$ cat config.mk
export PLATFORM = sky130hd
export DESIGN_NAME = id_ex_pipe_reg
export DESIGN_NICKNAME = d
export VERILOG_FILES = /design/src/rtl/id_ex_pipe_reg.sv
export SDC_FILE = /design/constraint.sdc
export NUM_CORES = 1
export LEC_CHECK = 0
export ABC_AREA = 1
export CORE_MARGIN = 1.5
export CORE_UTILIZATION = 45
export CTS_BUF_LIST = sky130_fd_sc_hd__clkbuf_16
export DETAILED_ROUTE_END_ITERATION = 16
export PLACE_DENSITY = 0.7
export SYNTH_ARGS = -nofsm -noshare
export SYNTH_HDL_FRONTEND = slang
export SYNTH_SLANG_ARGS = --single-unit
$ cat constraint.sdc
create_clock -name clk_i -period 2.7 [get_ports clk_i]
set_clock_uncertainty 0.1 [all_clocks]
set_input_delay 0.54 -clock clk_i [delete_from_list [all_inputs] [get_ports clk_i]]
set_output_delay 0.54 -clock clk_i [all_outputs]
set_load 0.01 [all_outputs]
$ cat src/rtl/id_ex_pipe_reg.sv
`default_nettype none
// ============================================================================
//  Module   : id_ex_pipe_reg
//  Purpose  : ID/EX pipeline register with a valid/ready handshake, built on a
//             2-entry skid buffer (main + skid) so that the upstream ready is
//             driven from registered state. Supports flush and bubble gating.
//  Revision : 1.0 - initial release
//
//  Ports
//    clk_i, rst_n_i            clock (rising edge), async active-low reset
//    flush_i                   kill both held entries at the next edge
//    in_valid_i / in_ready_o   decode-side handshake
//    WB_i, MEM_i, EX_i         control fields
//    RS1_i, RS2_i, IMM_i       operands and immediate
//    RS1addr_i, RS2addr_i,
//    RDaddr_i, funct_i         register addresses and funct bits
//    out_valid_o / out_ready_i execute-side handshake
//    WB_o, MEM_o, ALUSrc_o,
//    ALUOp_o                   controls, forced to 0 while out_valid_o = 0
//    RS1_o .. funct_o          held payload of the main entry
//    hazard_o                  load-use stall indication
//
//  Build option
//    ID_EX_LOAD_USE_DETECT_EN  enables internal load-use detection; when
//                              undefined hazard_o is tied to 0.
// ============================================================================
module id_ex_pipe_reg #(
   parameter int DATA_W  = 32,
   parameter int REG_AW  = 5,
   parameter int FUNCT_W = 10,
   parameter int WB_W    = 2,
   parameter int MEM_W   = 2,
   parameter int EX_W    = 3
) (
   input  logic               clk_i,
   input  logic               rst_n_i,
   input  logic               flush_i,
   input  logic               in_valid_i,
   output logic               in_ready_o,
   input  logic [WB_W-1:0]    WB_i,
   input  logic [MEM_W-1:0]   MEM_i,
   input  logic [EX_W-1:0]    EX_i,
   input  logic [DATA_W-1:0]  RS1_i,
   input  logic [DATA_W-1:0]  RS2_i,
   input  logic [DATA_W-1:0]  IMM_i,
   input  logic [REG_AW-1:0]  RS1addr_i,
   input  logic [REG_AW-1:0]  RS2addr_i,
   input  logic [REG_AW-1:0]  RDaddr_i,
   input  logic [FUNCT_W-1:0] funct_i,
   output logic               out_valid_o,
   input  logic               out_ready_i,
   output logic [WB_W-1:0]    WB_o,
   output logic [MEM_W-1:0]   MEM_o,
   output logic               ALUSrc_o,
   output logic [EX_W-2:0]    ALUOp_o,
   output logic [DATA_W-1:0]  RS1_o,
   output logic [DATA_W-1:0]  RS2_o,
   output logic [DATA_W-1:0]  IMM_o,
   output logic [REG_AW-1:0]  RS1addr_o,
   output logic [REG_AW-1:0]  RS2addr_o,
   output logic [REG_AW-1:0]  RDaddr_o,
   output logic [FUNCT_W-1:0] funct_o,
   output logic               hazard_o
);

   localparam int PW = WB_W + MEM_W + EX_W + 3*DATA_W + 3*REG_AW + FUNCT_W;

   logic [PW-1:0] in_pl;
   logic [PW-1:0] main_q, main_d;
   logic [PW-1:0] skid_q, skid_d;
   logic          main_v_q, main_v_d;
   logic          skid_v_q, skid_v_d;
   logic          in_fire;
   logic          out_fire;

   logic [WB_W-1:0]  main_wb;
   logic [MEM_W-1:0] main_mem;
   logic [EX_W-1:0]  main_ex;

   assign in_pl = {WB_i, MEM_i, EX_i, RS1_i, RS2_i, IMM_i,
                   RS1addr_i, RS2addr_i, RDaddr_i, funct_i};

   assign {main_wb, main_mem, main_ex, RS1_o, RS2_o, IMM_o,
           RS1addr_o, RS2addr_o, RDaddr_o, funct_o} = main_q;

`ifdef ID_EX_LOAD_USE_DETECT_EN
   // A load in main whose destination feeds the instruction waiting in decode
   // must not be overtaken; x0 is never a real dependency.
   assign hazard_o = in_valid_i & main_v_q & main_mem[MEM_W-1] &
                     (RDaddr_o != '0) &
                     ((RDaddr_o == RS1addr_i) | (RDaddr_o == RS2addr_i));
`else
   assign hazard_o = 1'b0;
`endif

   assign in_ready_o  = ~skid_v_q & ~hazard_o;
   assign out_valid_o = main_v_q;
   assign in_fire     = in_valid_i & in_ready_o;
   assign out_fire    = main_v_q & out_ready_i;

   // Bubble gating: an invalid slot can never write the register file or memory.
   assign WB_o     = main_v_q ? main_wb             : '0;
   assign MEM_o    = main_v_q ? main_mem            : '0;
   assign ALUSrc_o = main_v_q ? main_ex[0]          : 1'b0;
   assign ALUOp_o  = main_v_q ? main_ex[EX_W-1:1]   : '0;

   always_comb begin
      main_d   = main_q;
      skid_d   = skid_q;
      main_v_d = main_v_q;
      skid_v_d = skid_v_q;
      if (flush_i) begin
         main_v_d = 1'b0;
         skid_v_d = 1'b0;
      end else if (!main_v_q || out_fire) begin
         // Main is free this cycle: the older skid entry has priority. While
         // skid is full in_ready_o is low, so no input can be lost here.
         if (skid_v_q) begin
            main_d   = skid_q;
            main_v_d = 1'b1;
            skid_v_d = 1'b0;
         end else if (in_fire) begin
            main_d   = in_pl;
            main_v_d = 1'b1;
         end else begin
            main_v_d = 1'b0;
         end
      end else if (in_fire) begin
         skid_d   = in_pl;
         skid_v_d = 1'b1;
      end
   end

   always_ff @(posedge clk_i or negedge rst_n_i) begin
      if (!rst_n_i) begin
         main_q   <= '0;
         skid_q   <= '0;
         main_v_q <= 1'b0;
         skid_v_q <= 1'b0;
      end else begin
         main_q   <= main_d;
         skid_q   <= skid_d;
         main_v_q <= main_v_d;
         skid_v_q <= skid_v_d;
      end
   end

endmodule
`default_nettype wire

After elaboration in Yosys (flattened, before gate mapping):

Cells that the tools add are included.

* muxes and demuxes: 13
* bitwise gates (word level): 5
* reduce and logical (&&, ||, !) cells: 7

Operator list (number)
* two-way mux 128 bit: 2
* two-way mux 1 bit: 8
* two-way mux 2 bit: 3
* AND reduction 3 bit: 2
* nonzero test 2 bit: 2
* inverter 1 bit: 3
* nonzero test 3 bit: 1
* AND 1 bit: 2
* zero test 1 bit: 1
* logical OR 1 bit: 1

* flip-flop bits (word level): 258
* output and inout bits: 131
* logic and storage cells: 29

Longest topological paths before layout:

* word-level depth: 6
* gate-level depth with buffers: 8
* depth with buffers taken out: 5

Least setup slack after synthesis:

No wires, ideal clock.

* path kind: input-to-reg
* start: input port in_valid_i
* end: register skid_q[100]
* library setup time: 0.065 ns
* arrival: 1.277 ns
* slack: 1.258 ns
* cell stages on the path: 6
* cells stage by stage: inv_1 > nor2_1 > clkbuf_1 > buf_2 > nand3_1 > nand2_1

* cells in the longest elaborated chain, start to end: 2

RTL lines
* start, declared: RTL line 38 `input logic in_valid_i,`
* AND 1 bit: RTL line 98 `assign in_fire = in_valid_i & in_ready_o;`
* AND reduction 3 bit (no source line)
* end signal, assigned: RTL line 142 `skid_q <= skid_d;`
* end, declared: RTL line 70 `logic [PW-1:0] skid_q, skid_d;`

No other way between the ends.
A chain may end at the register's enable or synchronous reset.

Final worst setup path:

* start: register main_v_q, in the netlist out_valid_o
* end: output port MEM_o[0]

* cells in the longest elaborated chain, start to end: 1

RTL lines
* start, declared: RTL line 71 `logic main_v_q, main_v_d;`
* start signal, assigned: RTL line 143 `main_v_q <= main_v_d;`
* two-way mux 2 bit: RTL line 103 `assign MEM_o = main_v_q ? main_mem : '0;`
* end, declared: RTL line 53 `output logic [MEM_W-1:0] MEM_o,`

No other way between the ends.

==> impl_metrics.ini <==
[logic_synthesis]
ys_seq_elements = 258
ys_types = 14
synth_fp_nets = 1809
syn-cell-area_mm2 = 0.0128
yosysWarnings = 0
synth-seq-area-share = 0.505
postSynthCellCount = 1676
avgSynthCellArea_um2 = 7.63

[global_route]
grt_pass1_vias = 10694
grt_max_degree = 129
grt_pass1_wl_um = 54300
busiest_layer = met2
grt_antenna_before_repair = 1
use_met3 = 0.0412
grt_overflow_total = 0
track_usage = 0.229
use_met1 = 0.313
use_met2 = 0.377

[sta]
tns_ns = 0
maxSlewViolCount = 0
tightest_slew_ns = 0.968
relSlewSlack = 0.355
rsz0062_at_grt = no
hold_violations = 0
fmax_ghz = 0.393
min_period_ns = 2.54
finalSetupViolCount = 0
period_share = 0.942

[die]
rows = 61
die_w_um = 172
die-area_mm2 = 0.0294
chipHeight_um = 172
ios = 264
coreArea_mm2 = 0.0279
start_util = 0.459

[layout]
nNetsFinal = 1895
fin_cells = 2163
area_growth_pct = 22.0
nFillCells = 2562
final_core_util = 0.560
drive_gt1_frac = 0.0415

[clocking]
cts_made_buffers = 29
cts_tree = yes
cts_sinks = 258
cts-htree-levels = 1
clk_latency_ns = 0.53
clockBufferDepth = 3
clkTransAtPathRegs_ns = 0.06
post_cts_buffers = 0
cts-root-buf = clkbuf_16
cts.repair.resized = 0

[min_path]
hp-class = reg -> reg

[place]
post-place-cells = 2108
dp_hpwl_um = 19800
port_buffers = 262
place_congestion = 0.794

[critical_path]
critPathMaxFanout = 10
cp.required_ns = 2.06
arrival_ns = 1.90
critPathKind = reg -> out
cp-start-kind = flop
end_kind = output pin

[detailed_routing]
finalWirelength_um = 33500
ant_nets = 0
dr.pass1.iters = 5
viasPerCell = 4.99
num_vias = 10798
drt_iter0_drc = 942
routedWlPerCell_um = 15.5
drc_errors = 0

[job]
maxCapViolCount = 0

[power]
leakagePower_nw = 8.22
p_per_area_mw_per_mm2 = 690
ir_drop_uv = 379
p_total_mw = 10.8

[run_status]
outcome = completed
cells in the final DEF, fill, tap and decap left out, types with 2 or more instances in the layout:
cell type	synthesis	routed
nand2_1	904	904
clkdlybuf4s50_1	0	261
dfrtp_1	258	257
nand3_1	258	256
clkbuf_16	0	29
inv_1	12	19
buf_4	128	16
buf_12	0	11
clkinv_1	0	7
clkinv_2	0	6
nor2_4	0	3
nor2_1	4	2
nand3_4	0	2
clkinvlp_4	0	2
sequential cells by signal (all words and copies together) (netlist names):
| register | count |
|---|---|
| skid_v_q | 1 |
| out_valid_o | 1 |
| skid_q | 128 |
| main_q | 128 |
worst paths after layout:
kind	start	end	slack [ns]	cells past startpoint
worst max-delay path	out_valid_o$_DFFE_PN0P_	MEM_o[0]	0.16	3
worst min-delay path	skid_q[37]$_DFFE_PN0P_	skid_q[37]$_DFFE_PN0P_	0.37	2
worst max register to register	skid_v_q$_DFFE_PN0P_	main_q[112]$_DFFE_PN0P_	0.84	5
worst min register to register	skid_q[37]$_DFFE_PN0P_	skid_q[37]$_DFFE_PN0P_	0.37	2
max in group asynchronous	rst_n_i	main_q[98]$_DFFE_PN0P_	1.23	3
min in group asynchronous	rst_n_i	main_q[28]$_DFFE_PN0P_	0.45	2
metrics by stage:
stage / hold slack, ns / cell area [um^2] / setup WS (ns)
after detailed placement: 0.358 / 14700 / 0.419
after global placement: 0.353 / 14700 / 0.476
after global routing: 0.384 / 15600 / 0.0558
final: 0.368 / 15600 / 0.158
after floorplan: 0.144 / 12800 / 1.26
after CTS: 0.373 / 15600 / 0.132
logic make-up (layout without fill, tap and decap cells):
family,after synthesis,in the layout,synth area share
AOI/OAI and AO/OA,1,1,0.000391
buffers and inverters,247,355,0.125
DFF,258,258,0.505
other,1,2,0.000293
and+or+nand+nor,1169,1169,0.369
report_power, final:
group	switching (mW)	internal, mW
clock	1.57	2.03
sequential	0.413	4.61
combinational	1.07	1.07
total	3.06	7.70
synth_stat cells (all sizes together):
cell	instances	share of area
clkbuf	5	0.0015
a21oi	1	0.00039
dfrtp	258	0.51
nand3	258	0.10
inv	12	0.0035
nand2	905	0.27
nor2	5	0.0017
buf	230	0.12
conb	1	0.00029
nor3	1	0.00039
repair_timing:
action	4_1_cts	5_1_grt
hold buffers	1	0
endpoints found under the hold margin	59	0
endpoints found under the setup margin	0	0
critical path, stage by stage, from the launching register on:
cell and delay, ns:
dfrtp_1 0.63, nand2_1 0.11, inv_1 0.09, clkdlybuf4s50_1 0.54
layer usage:
| layer | vias to the layer above | wire, um |
|---|---|---|
| met4 | 0 | 593 |
| met2 | 368 | 15500 |
| met5 | - | 0 |
| met3 | 46 | 2450 |
| met1 | 5121 | 14900 |
| li1 | 5263 | - |
cell type report:
class	count	area [um^2]	area share
multi-input combinational	1171	4780	0.306
timing repair buffer	290	2980	0.191
tap	378	473	0.0303
inverter	12	47.5	0.00305
clock buffer	29	726	0.0465
sequential	258	6460	0.414
antenna	1	2.50	0.000160
clock inverter	24	131	0.00842
Note: power is estimated with default switching activity, not from simulation.
